--- src/rtl/result_accumulator.sv ---
// Result accumulator: sums a job of LEN unsigned products into a saturating
// accumulator, then holds the sum behind a valid/ready handshake.
module result_accumulator #(
  parameter int WIDTH     = 8,
  parameter int ACC_WIDTH = 32,
  parameter int LEN_W     = 8
) (
  input  logic                 CLK,
  input  logic                 ASYNC_RST,
  input  logic                 SYNC_RST,
  input  logic                 START,
  input  logic [LEN_W-1:0]     LEN,
  input  logic                 IN_VALID,
  input  logic [2*WIDTH-1:0]   PRODUCT,
  input  logic                 OUT_READY,
  output logic                 OUT_VALID,
  output logic [ACC_WIDTH-1:0] ACC_OUT,
  output logic                 BUSY,
  output logic                 OVERFLOW
);

  // The accumulator must be able to hold at least one full product.
  if (ACC_WIDTH < 2 * WIDTH) begin : g_bad_acc_width
    $error("result_accumulator: ACC_WIDTH must be >= 2*WIDTH");
  end

  typedef enum logic [1:0] {
    IDLE = 2'd0,
    ACC  = 2'd1,
    HOLD = 2'd2
  } state_t;

  state_t               state;
  logic [ACC_WIDTH-1:0] acc;
  logic [LEN_W-1:0]     count;
  logic                 overflow;

  logic                 accept_start;
  logic [ACC_WIDTH:0]   sum;
  logic                 sum_carry;
  logic [ACC_WIDTH-1:0] sat_sum;

  // Decide whether a START is honoured and form the saturated next sum.
  always_comb begin
    // NOTE: every combinational output gets a default first, so no path leaves it unassigned and no latch is inferred.
    accept_start = 1'b0;
    if (START) begin
      accept_start = (state == IDLE) || ((state == HOLD) && OUT_READY);
    end
    sum       = {1'b0, acc} + {1'b0, ACC_WIDTH'(PRODUCT)};
    sum_carry = sum[ACC_WIDTH];
    sat_sum   = sum_carry ? {ACC_WIDTH{1'b1}} : sum[ACC_WIDTH-1:0];
  end

  // Job sequencing, accumulation and sticky overflow; sync reset beats all inputs.
  always_ff @(posedge CLK or negedge ASYNC_RST) begin
    // NOTE: sequential state uses non-blocking assignments so every register samples pre-edge values.
    if (!ASYNC_RST) begin
      state    <= IDLE;
      acc      <= '0;
      count    <= '0;
      overflow <= 1'b0;
    end else if (SYNC_RST) begin
      state    <= IDLE;
      acc      <= '0;
      count    <= '0;
      overflow <= 1'b0;
    end else if (accept_start) begin
      // New job: from IDLE, or from HOLD completing the handshake this cycle.
      acc      <= '0;
      overflow <= 1'b0;
      count    <= LEN;
      state    <= (LEN == '0) ? HOLD : ACC;
    end else begin
      case (state)
        ACC: begin
          if (IN_VALID) begin
            acc   <= sat_sum;
            count <= count - LEN_W'(1);
            if (sum_carry) begin
              overflow <= 1'b1;
            end
            if (count == LEN_W'(1)) begin
              state <= HOLD;
            end
          end
        end
        HOLD: begin
          if (OUT_READY) begin
            state <= IDLE;
          end
        end
        default: begin
          state <= IDLE;
        end
      endcase
    end
  end

  assign OUT_VALID = (state == HOLD);
  assign BUSY      = (state == ACC);
  assign ACC_OUT   = acc;
  assign OVERFLOW  = overflow;

endmodule

--- config.mk ---
export PLATFORM = sky130hd
export DESIGN_NAME = result_accumulator
export DESIGN_NICKNAME = d
export VERILOG_FILES = /design/src/rtl/result_accumulator.sv
export SDC_FILE = /design/constraint.sdc
export NUM_CORES = 1
export LEC_CHECK = 0
export CORE_MARGIN = 2
export CORE_UTILIZATION = 45
export CTS_CLUSTER_DIAMETER = 150
export DETAILED_ROUTE_END_ITERATION = 10
export PLACE_DENSITY_LB_ADDON = 0.15
export SETUP_SLACK_MARGIN = 0.02
export SLEW_MARGIN = 20
export SYNTH_ARGS = -nofsm -noshare
export SYNTH_HDL_FRONTEND = slang
export SYNTH_SLANG_ARGS = --single-unit
--- constraint.sdc ---
create_clock -name CLK -period 2.5 [get_ports CLK]
set_input_delay 0.5 -clock CLK [delete_from_list [all_inputs] [get_ports CLK]]
set_output_delay 0.5 -clock CLK [all_outputs]
set_load 0.01 [all_outputs]
After elaboration in Yosys (flattened, before gate mapping)
Index checks and enable logic that the tools add are counted.
{"block": "totals", "wordCells": 44, "in_bits": 30, "ramBits": 0, "latch_bits": 0, "mem_bits_ro": 0, "regBits": 43, "n_memories": 0}
{"block": "classes", "bitwise": 0, "div_mod_pow": 0, "mux": 22, "n_reduce_logical": 10, "addsub": 2, "n_shift": 0, "multipliers": 0, "eq_ne": 6, "order_cmp": 0}
{"cell": "32-bit 2-to-1 mux", "n": 5}
{"cell": "32-bit by 16-bit adder with 33-bit output", "n": 1}
{"cell": "8-bit 2-to-1 mux", "n": 4}
{"cell": "2-bit 2-to-1 mux", "n": 6}
{"cell": "3-bit nonzero test", "n": 3}
{"cell": "8-bit by 1-bit == test with 1-bit output (second input constant)", "n": 1}
{"cell": "8-bit zero test", "n": 1}
{"cell": "4-bit by 3-bit != test with 1-bit output (second input constant)", "n": 2}
{"cell": "8-bit by 1-bit subtractor with 8-bit output (second input constant)", "n": 1}
{"cell": "1-bit 2-to-1 mux", "n": 6}
{"cell": "3-bit AND reduction", "n": 2}
{"cell": "4-bit by 2-bit != test with 1-bit output (second input constant)", "n": 1}
{"cell": "2-bit one-hot mux with 2 select lines", "n": 1}
{"cell": "2-bit by 1-bit == test with 1-bit output (second input constant)", "n": 1}
{"cell": "2-bit == test (second input constant)", "n": 1}
{"cell": "2-bit zero test", "n": 1}
{"cell": "2-bit AND reduction", "n": 1}
{"cell": "1-bit logical AND", "n": 1}
{"cell": "1-bit logical OR", "n": 1}

Longest topological paths before layout
Gate-level depths: netlist (run 1).
{"block": "logic_depth", "depth_word": 6, "depth_mapped": 10, "depth_no_buf": 9}

Worst setup path before layout (run 1)
OpenSTA, ideal clock, no wires.
{"block": "synth_path", "path_kind": "input port to flip-flop", "startpoint": "input port PRODUCT[0]", "endpoint": "register acc[14], in the netlist ACC_OUT[14]", "n_path_buf": 0, "setup_ns": 0.138, "cell_stages": 9, "arrival_ns": 2.367, "path_slack_ns": -0.005, "path_cell_list": "ha_1 fa_1 a211oi_1 nor2_1 o21ai_0 a31oi_1 a21boi_0 xor2_1 o211ai_1"}
{"block": "synth_via", "elab_chain_len": 6}
{"element": "start, declared", "line_no": "14", "text": "input logic [2*WIDTH-1:0] PRODUCT,"}
{"element": "32-bit by 16-bit adder with 33-bit output", "line_no": "50", "text": "sum = {1'b0, acc} + {1'b0, ACC_WIDTH'(PRODUCT)};"}
{"element": "32-bit 2-to-1 mux", "line_no": "52", "text": "sat_sum = sum_carry ? {ACC_WIDTH{1'b1}} : sum[ACC_WIDTH-1:0];"}
{"element": "32-bit 2-to-1 mux", "line_no": "77", "text": "if (IN_VALID) begin"}
{"element": "32-bit 2-to-1 mux", "line_no": "75", "text": "case (state)"}
{"element": "32-bit 2-to-1 mux", "line_no": "68", "text": "end else if (accept_start) begin"}
{"element": "32-bit 2-to-1 mux", "line_no": "63", "text": "end else if (SYNC_RST) begin"}
{"element": "end signal, assigned", "line_no": "78", "text": "acc <= sat_sum;"}
{"element": "end, declared", "line_no": "34", "text": "logic [ACC_WIDTH-1:0] acc;"}
Every way passes these cells. The select of a mux whose other input is x is not followed.
A chain may end at the register's enable or synchronous reset.

Worst setup path in the final report (run 1)
{"block": "layout_path", "startpoint": "input port PRODUCT[0]", "endpoint": "register acc[13], in the netlist ACC_OUT[13]"}
Same word-level chain as after synthesis.

==> impl_results.md, run 1 <==
- Status: finished clean
- Actual slew at the worst max-slew pin: 998 ps
- Worst reg2reg path depth: 8
- Post-Layout Cell Count: 531
- First-pass GRT wire length: 14200 µm
- Max frequency: 413 MHz
- Vias per std cell: 5.94
- Met3 wire len: 501 µm
- Yosys reg bits: 43
- CTS buffer count: 5
- Vias in the first global route: 2954
- H-tree depth: 2
- Post-synth cell types: 55
- Required @ worst endpoint: 2680 ps
- Die width: 85.5 µm
- Dpl hpwl: 6280 µm
- Die height: 85.5 µm
- Most frequent cells after synthesis: dfrtp_1, nand2_1, o21ai_0
- Clock root cell: clkbuf_8
- Number of I/O port buffers: 64
- RSZ-0062 raised after global routing: no
- Final ANT Viol Nets: 0
- ANT cells: 0
- Area added between synthesis and finish: 48.5%
- Layout cells sized above 1: 23.8%
- Syn avg cell area: 8.86 µm²
- Post-Syn Nets: 386
- Top post-synthesis cells by area: dfrtp_1, ha_1, o21ai_0
- Boundary Pins: 65
- Async SR Flop Fraction: 100%
- Cells after DPL: 515
- DRC: 0
- Clock-pin slew on the worst setup and hold paths: 90 ps
- Skew final: 6.17 ps
- MaxCap Viol Count: 0
- DRT Pass-1 Iters: 5
- Drt wl/cell: 16.8 µm
- Critical Path AT: 2600 ps
- Core Area: 6390 µm²
- Vias: 3152
- RePlAce Congestion: 0.893
- Pwr Total: 1640 µW
- Most frequent cell after synthesis: dfrtp_1
- Initial Util: 46.7%
- Path type of the worst setup path: input pin to flop
- Die area: 7300 µm²
- CP startpoint kind: input pin
- Largest net degree at the start of global routing: 20
- Top FF cell, synth: dfrtp_1
- Fin crit share: 96.8%
- Syn Inst Count: 337
- Yosys top cell by area: dfrtp_1
- Worst min path class: input pin to asynchronous set/reset pin
- Top routing layer in use: met4
- Worst vdd ir: 0.281 mV
- Critical Path Fanout Max: 2
- Leak: 0.00196 µW
- GRT overflow: 0
- Total track usage: 24.3%
- Met2 WL: 4460 µm
- EDFF count, synth: 0
- Filler cell count: 506
- Seq/Total Area, Yosys: 36.0%
- Max transition margin: 33.2%
- Layout net count: 502
- Antenna violations before repair: 0
- Critical Path End Type: flop
- Yosys warnings: 0
- Mapped cell area: 2990 µm²
- Pwr/cell area: 369 nW/µm²
- Area share of the largest cell type after synthesis: 36.0%
- CTS tree: done
- Clock tree buffer depth: 2
- Period minus WS final: 2420 ps
- Std cell rows: 29
- Fin. Hold Viols: 0
- Post-Route M1 WL: 3890 µm
- Final Routed Wirelength: 8930 µm
- Setup violators final: 0
- Iteration-0 DRC Markers: 169
- Slew Limit Fails: 0
- Worst skew pair latency: 300 ps
- # clock sinks: 43
layout make-up:
cell class,instances,area [µm²],share of cell area [%]
Clock buffer,6,72.6,1.64
Timing Repair Buffer,122,1090,24.6
Clock inverter,2,12.5,0.282
Multi-Input combinational cell,273,2050,46.3
Sequential cell,43,1080,24.3
Inverter,8,30.0,0.677
Tap cell,77,96.3,2.17
report_power, final:
group	switching [µW]	leakage (µW)	internal, µW
clock	269	0.0000412	196
sequential	26.6	0.000589	721
combinational	215	0.00133	210
total	510	0.00196	1130
layout by cell type, fill, tap and decap left out, types with 4 or more instances in the layout:
cell,n
o21ai_1,4
nor2_1,26
a21oi_2,5
ha_4,8
a211oi_1,7
xnor2_1,10
clkbuf_8,5
a21oi_1,17
ha_1,8
and3_1,5
nand3_1,10
or3_1,4
mux2i_1,5
a22oi_1,4
nand2_1,32
dfrtp_1,42
buf_4,55
inv_1,8
o21ai_0,24
clkdlybuf4s50_1,56
xor2_1,14
dlymetal6s2s_1,4
nor3_1,5
nand4_1,6
o211ai_1,14
worst max-delay path, stage by stage:
cell	delay (ps)
dlygate4sd2_1	240
ha_2	200
buf_4	130
a21oi_1	210
nand4b_1	180
buf_4	140
a21oi_2	60
or4_4	520
a21oi_2	170
xor2_1	160
o211ai_1	100
metal layers:
layer	vias up	track usage, %
li1	1490	-
met1	1544	32.7
met2	110	40.1
met3	8	4.57
met4	0	6.93
met5	-	0
logic make-up (layout without fill, tap and decap cells):
kind of cell | Yosys count | count (layout) | share of synthesized area (%)
and+or+nand+nor | 112 | 112 | 18.4
AOI/OAI and AO/OA | 113 | 113 | 25.4
muxes | 5 | 5 | 1.68
DFF | 43 | 43 | 36.0
xor gates and xnor gates | 24 | 24 | 7.04
buffers and inverters | 21 | 138 | 3.31
adders and majority gates | 19 | 19 | 8.21
state kept, by name, summed over array words and instances (netlist names):
name and flops:
ACC_OUT 32, OVERFLOW 1, count 8, state 2
stage by stage:
step | worst slack (ps) | hold slack [ps] | TNS (ps) | util (%) | area [µm²]
6_report | 79.5 | 145 | 0 | 69.4 | 4430
5_1_grt | 5.14 | 166 | 0 | 69.4 | 4430
4_1_cts | 11.9 | 150 | 0 | 65.8 | 4200
3_5_place_dp | -453 | 471 | -11160 | 63.2 | 4040
3_3_place_gp | -389 | 461 | -9150 | 63.2 | 4040
2_1_floorplan | 102 | 204 | 0 | - | 2990
worst paths after layout:
kind | slack (ps) | endpoint | start
setup / recovery | 80 | ACC_OUT[13] | PRODUCT[0]
hold / removal | 140 | ACC_OUT[9] | ASYNC_RST
setup reg to reg | 90 | ACC_OUT[23] | ACC_OUT[1]
hold reg to reg | 500 | OVERFLOW | OVERFLOW
max in group asynchronous | 1780 | ACC_OUT[23] | ASYNC_RST
min in group CLK | 500 | OVERFLOW | OVERFLOW
timing repair:
action / 4_1_cts / 5_1_grt
hold endpoints to repair: 0 / 0
hold buffers: 0 / 0
setup buffers: 1 / 7
resized for setup: 19 / 37
cloned: 1 / 0
setup endpoints to repair: 22 / 20
pin swaps: 14 / 25
Note: power is estimated with default switching activity, not from simulation.
==> run 2, diff against run 1 <==
- CTS_CLUSTER_SIZE: default -> 40
==> results of run 2 <==
No change in the layout: final DEF, timing and power equal those of run 1.
